**config.mk**
```make
export PLATFORM = sky130hd
export DESIGN_NAME = dist_calc_ctrl
export DESIGN_NICKNAME = d
export VERILOG_FILES = /design/src/rtl/dist_calc_ctrl.sv
export SDC_FILE = /design/constraint.sdc
export NUM_CORES = 1
export LEC_CHECK = 0
export BUFFER_PORTS_ARGS = -buffer_cell sky130_fd_sc_hd__buf_4
export CORE_ASPECT_RATIO = 1.2
export CORE_MARGIN = 1
export CORE_UTILIZATION = 41
export DETAILED_ROUTE_END_ITERATION = 10
export GPL_TIMING_DRIVEN = 0
export SLEW_MARGIN = 10
export SYNTH_ARGS = -nofsm -noshare
export SYNTH_HDL_FRONTEND = slang
export SYNTH_SLANG_ARGS = --single-unit
```
**constraint.sdc**
```tcl
create_clock -name sysclk -period 2.61 [get_ports sysclk]
set_input_delay 0 -clock sysclk [delete_from_list [all_inputs] [get_ports sysclk]]
set_output_delay 0 -clock sysclk [all_outputs]
set_load 0.01 [all_outputs]
```
**src/rtl/dist_calc_ctrl.sv**
```systemverilog
// Stereo distance measurement sequencer: gates calc-buffer capture, scans both
// calc RAMs into the correlator and latches the resulting disparity.
module dist_calc_ctrl #(
  parameter int          ROW_LEN = 79,
  parameter int          ROWS    = 16,
  parameter logic [23:0] TIMEOUT = 24'd2000000
) (
  input  logic        sysclk,
  input  logic        reset,
  input  logic        start,
  input  logic        auto,
  input  logic        left_done,
  input  logic        right_done,
  output logic        calc_en,
  output logic [10:0] rdaddr,
  output logic        rden,
  input  logic        eng_ready,
  output logic        pix_valid,
  output logic        pix_last,
  input  logic        eng_done,
  input  logic [9:0]  eng_result,
  output logic [9:0]  dist_out,
  output logic        dist_valid,
  output logic        busy,
  output logic        err_timeout
);

  localparam logic [10:0] LAST_ADDR = 11'(ROW_LEN * ROWS - 1);

  typedef enum logic [2:0] {
    IDLE     = 3'd0,
    CAPTURE  = 3'd1,
    READ     = 3'd2,
    DRAIN    = 3'd3,
    WAIT_ENG = 3'd4
  } state_t;

  state_t      state_r;
  logic        left_got_r;
  logic        right_got_r;
  logic [23:0] tmo_cnt_r;
  logic        both_got_s;
  logic        last_rd_s;

  // Capture completion includes done pulses arriving in the current cycle
  always_comb begin
    both_got_s = (left_got_r | left_done) & (right_got_r | right_done);
    last_rd_s  = rden & (rdaddr == LAST_ADDR);
  end

  // Measurement sequencer with registered outputs
  always_ff @(posedge sysclk) begin
    if (reset) begin
      state_r     <= IDLE;
      left_got_r  <= 1'b0;
      right_got_r <= 1'b0;
      tmo_cnt_r   <= 24'd0;
      calc_en     <= 1'b0;
      rdaddr      <= 11'd0;
      rden        <= 1'b0;
      pix_valid   <= 1'b0;
      pix_last    <= 1'b0;
      dist_out    <= 10'd0;
      dist_valid  <= 1'b0;
      busy        <= 1'b0;
      err_timeout <= 1'b0;
    end else begin
      dist_valid <= 1'b0;
      // RAM read latency is one cycle, so data qualifiers trail the strobe
      pix_valid  <= rden;
      pix_last   <= last_rd_s;
      case (state_r)
        IDLE: begin
          if (start || auto) begin
            state_r     <= CAPTURE;
            calc_en     <= 1'b1;
            busy        <= 1'b1;
            left_got_r  <= 1'b0;
            right_got_r <= 1'b0;
            tmo_cnt_r   <= 24'd0;
            if (start) begin
              err_timeout <= 1'b0;
            end
          end
        end
        CAPTURE: begin
          if (both_got_s) begin
            state_r <= READ;
            calc_en <= 1'b0;
            rden    <= eng_ready;
            rdaddr  <= 11'd0;
          end else if (tmo_cnt_r == TIMEOUT - 24'd1) begin
            state_r     <= IDLE;
            calc_en     <= 1'b0;
            busy        <= 1'b0;
            err_timeout <= 1'b1;
          end else begin
            tmo_cnt_r   <= tmo_cnt_r + 24'd1;
            left_got_r  <= left_got_r | left_done;
            right_got_r <= right_got_r | right_done;
          end
        end
        READ: begin
          if (last_rd_s) begin
            state_r <= DRAIN;
            rden    <= 1'b0;
            rdaddr  <= 11'd0;
          end else begin
            rden <= eng_ready;
            if (rden) begin
              rdaddr <= rdaddr + 11'd1;
            end
          end
        end
        DRAIN: begin
          state_r <= WAIT_ENG;
        end
        WAIT_ENG: begin
          if (eng_done) begin
            state_r    <= IDLE;
            dist_out   <= eng_result;
            dist_valid <= 1'b1;
            busy       <= 1'b0;
          end
        end
        default: begin
          state_r <= IDLE;
          calc_en <= 1'b0;
          rden    <= 1'b0;
          rdaddr  <= 11'd0;
          busy    <= 1'b0;
        end
      endcase
    end
  end

endmodule

```
==> impl_metrics.toml <==
[clock_tree]
clockBufferDepth = 2
h-tree-depth = 3
numCtsBuffers = 9
clk_pin_slew_ns = 0.06
cts_sinks = 57
clock-root-buffer = "clkbuf_8"
clk_latency_ns = 0.34
cts_tree = "yes"
postCtsSetupBuffers = 0

[drt]
drc = 0
vias = 2776
drtAntennaViolNets = 0
dr.first_iter.drc_count = 166
firstDrtPassIters = 5
wl_um = 7592
vias_per_cell = 5.530
routedWlPerCell_um = 15.12

[layout]
area_delta_synth_final_pct = 28.55
nets = 432
diodes = 0
drive_gt1_frac = 0.1727

[grt]
grt_pass1_vias = 2575
track_usage = 0.2249
grt_max_degree = 11
antenna_found_initial = 0
gr-total-overflow = 0
grt_first_pass_wirelength_um = 12500

[critical_path]
cp-startpoint = "tmo_cnt_r[2]"
crit_fanout = 9
critPathBufInv = 0
critPathArrivalTime_ns = 2.54
critPathTopFamily = "simple AND/OR/NAND/NOR gates"
reg2reg_from = "tmo_cnt_r[2]"
end_kind = "register"
slowest_delay_ns = 0.93
path_class = "reg2reg"
crit_top_cell = "nand3_1"
required_ns = 2.83
crit_slowest_cell = "nor3_1"
cp-start-kind = "register"
crit_chain = "nand3_1, nor3_1, nand3_1, a221oi_1, a21oi_1"

[sta]
rsz0062_at_grt = "no"
final-hold-violation-count = 0
tightest_slew_ns = 1.052
max_freq_mhz = 430.5
finClkSkew_ns = 0.009049
finalMaxSlewViolations = 0
fin_crit_sh = 0.8900
setup_viol = 0
slew_headroom = 0.2932
finalCriticalPeriod_ns = 2.323
fin_setup_tns_ns = 0
holdWs_ns = 0.02450

[status]
status = "finished clean"

[placement]
place.port_buffers = 45
place_hpwl_um = 5280
place_congestion = 0.8500

[pwr]
switching_share = 0.2547
internal_power_mw = 1.505
p_comb_frac = 0.121
p_per_area_nw_per_um2 = 569.9
irDropWorstVdd_mv = 0.2982
power.switching_mw = 0.5143
p_seq_frac = 0.450
leakagePower_nw = 1.264
p_clk_frac = 0.429

[die]
die_area_um2 = 7056
dieWidth_um = 76.85
std_cell_rows = 32
io_pins = 46
coreArea_um2 = 6446
die_h_um = 91.82
start_util = 0.4276

[yosys]
synth_area_um2 = 2756
synth-edff-count = 0
async_flop_share = 0
syn_area_per_cell_um2 = 8.036
seq_area_frac_synth = 0.4140
syn-num-nets = 363
synth-seq-cells = 57
yosys_warnings = 0
synthFlopType = "dfxtp_1"
netlist_instances = 343
netlist-cell-type-count = 56

[job]
drv_cap = 0

[min_path]
hold_start = "start"
hp-class = "in2reg"
==> power groups by stage <==
| stage | Combinational [mW] | Clock (mW) | Sequential, mW |
|---|---|---|---|
| finish | 0.244 | 0.867 | 0.908 |
| global route | 0.269 | 0.926 | 0.911 |
| CTS | 0.242 | 0.886 | 0.908 |
| detailed placement | 0.225 | 0 | 0.927 |
| global placement | 0.225 | 0 | 0.927 |
| floorplan | 0.138 | 0 | 0.927 |
==> cell usage after synthesis, types with 4 or more instances <==
| master | instances | area share |
|---|---|---|
| a21oi_1 | 31 | 0.056 |
| a31oi_1 | 19 | 0.043 |
| a41oi_1 | 6 | 0.019 |
| and3_1 | 6 | 0.014 |
| clkbuf_1 | 9 | 0.012 |
| dfxtp_1 | 57 | 0.41 |
| nand2_1 | 48 | 0.065 |
| nand2b_1 | 8 | 0.018 |
| nand3_1 | 18 | 0.033 |
| nand4_1 | 9 | 0.020 |
| nor2_1 | 30 | 0.041 |
| nor3_1 | 12 | 0.022 |
| nor4_1 | 4 | 0.0091 |
| o21ai_0 | 9 | 0.016 |
| or3_1 | 5 | 0.011 |
| xnor2_1 | 5 | 0.016 |
| xor2_1 | 4 | 0.013 |
==> layer usage <==
| metal | global-route usage | share of wire |
|---|---|---|
| met1 | 0.2676 | 0.44 |
| met2 | 0.3876 | 0.51 |
| met3 | 0.04776 | 0.039 |
| met4 | 0.09455 | 0.013 |
| met5 | 0 | 0 |
==> flip-flops by register name, indices dropped and copies added, names as in the netlist <==
register,flops
err_timeout,1
calc_en,1
tmo_cnt_r,24
pix_last,1
right_got_r,1
pix_valid,1
dist_valid,1
rdaddr,11
rden,1
busy,1
left_got_r,1
state_r,3
dist_out,10
==> path summary, 6_finish.rpt <==
path	slack (ns)	cells after the start	end
setup / recovery	0.29	5	tmo_cnt_r[21]
setup reg to reg	0.29	5	tmo_cnt_r[21]
hold reg to reg	0.46	2	dist_out[0]
hold / removal	0.02	4	err_timeout
==> worst min-delay path, stage by stage <==
cell and delay, ns:
buf_4 0.13, nand2_1 0.06, a21oi_1 0.06, nor2_1 0.07
==> cell type report <==
type	count	area, µm²
plain buffers	17	75.07
clock buffers	14	172.7
clock inverters	2	35.03
fillers	597	2903
inverters	3	11.26
multi-input cells	266	1534
flip-flops and latches	57	1141
well taps	85	106.4
repair buffers	58	467.9
==> cell families after synthesis <==
kind of cell               count (synthesis)  synth area share
DFF                                       57            0.4140
and+or+nand+nor                          163            0.3014
muxes                                      1          0.003632
adders and majority gates                  2          0.009077
buffers and inverters                     20           0.03132
xor gates and xnor gates                   9           0.02860
AOI/OAI and AO/OA                         91            0.2120
==> repair_timing <==
action                                  in CTS  in global routing
endpoints found under the setup margin       0                  2
hold buffers                                13                  0
hold endpoints to repair                    13                  0
gates resized for setup                      0                  1
==> stage by stage <==
step                      utilization  power, mW  setup WS (ns)  cells  area [µm²]
after floorplan                     -      1.065         0.6307    343        2756
after global placement         0.4965      1.152         0.2081    473        3201
after detailed placement       0.4965      1.152         0.2092    473        3201
after CTS                      0.5489      2.036         0.2010    502        3538
after global routing           0.5497      2.105        0.06456    502        3543
final                          0.5497      2.019         0.2872    502        3543
==> cells in the final DEF (no fill, tap or decap), types with 3 or more instances in the layout <==
master / netlist / routed
nor2b_1: 3 / 3
buf_4: 2 / 47
dlygate4sd3_1: 0 / 13
clkbuf_8: 0 / 12
dfxtp_1: 57 / 57
a41oi_1: 6 / 6
or3_1: 5 / 5
nand2_1: 48 / 48
clkbuf_1: 9 / 11
a221oi_1: 3 / 3
buf_1: 3 / 3
nand3_1: 18 / 18
nor4b_1: 3 / 3
xnor2_1: 5 / 5
nor4_1: 4 / 4
a21oi_1: 31 / 31
nor3_1: 12 / 12
buf_2: 3 / 3
xor2_1: 4 / 4
nand2b_1: 8 / 8
a31oi_1: 19 / 19
o21ai_0: 9 / 9
nand4_1: 9 / 9
inv_1: 3 / 3
nor2_1: 30 / 30
and3_1: 6 / 6
No activity file was read; power rests on OpenSTA's default activity.
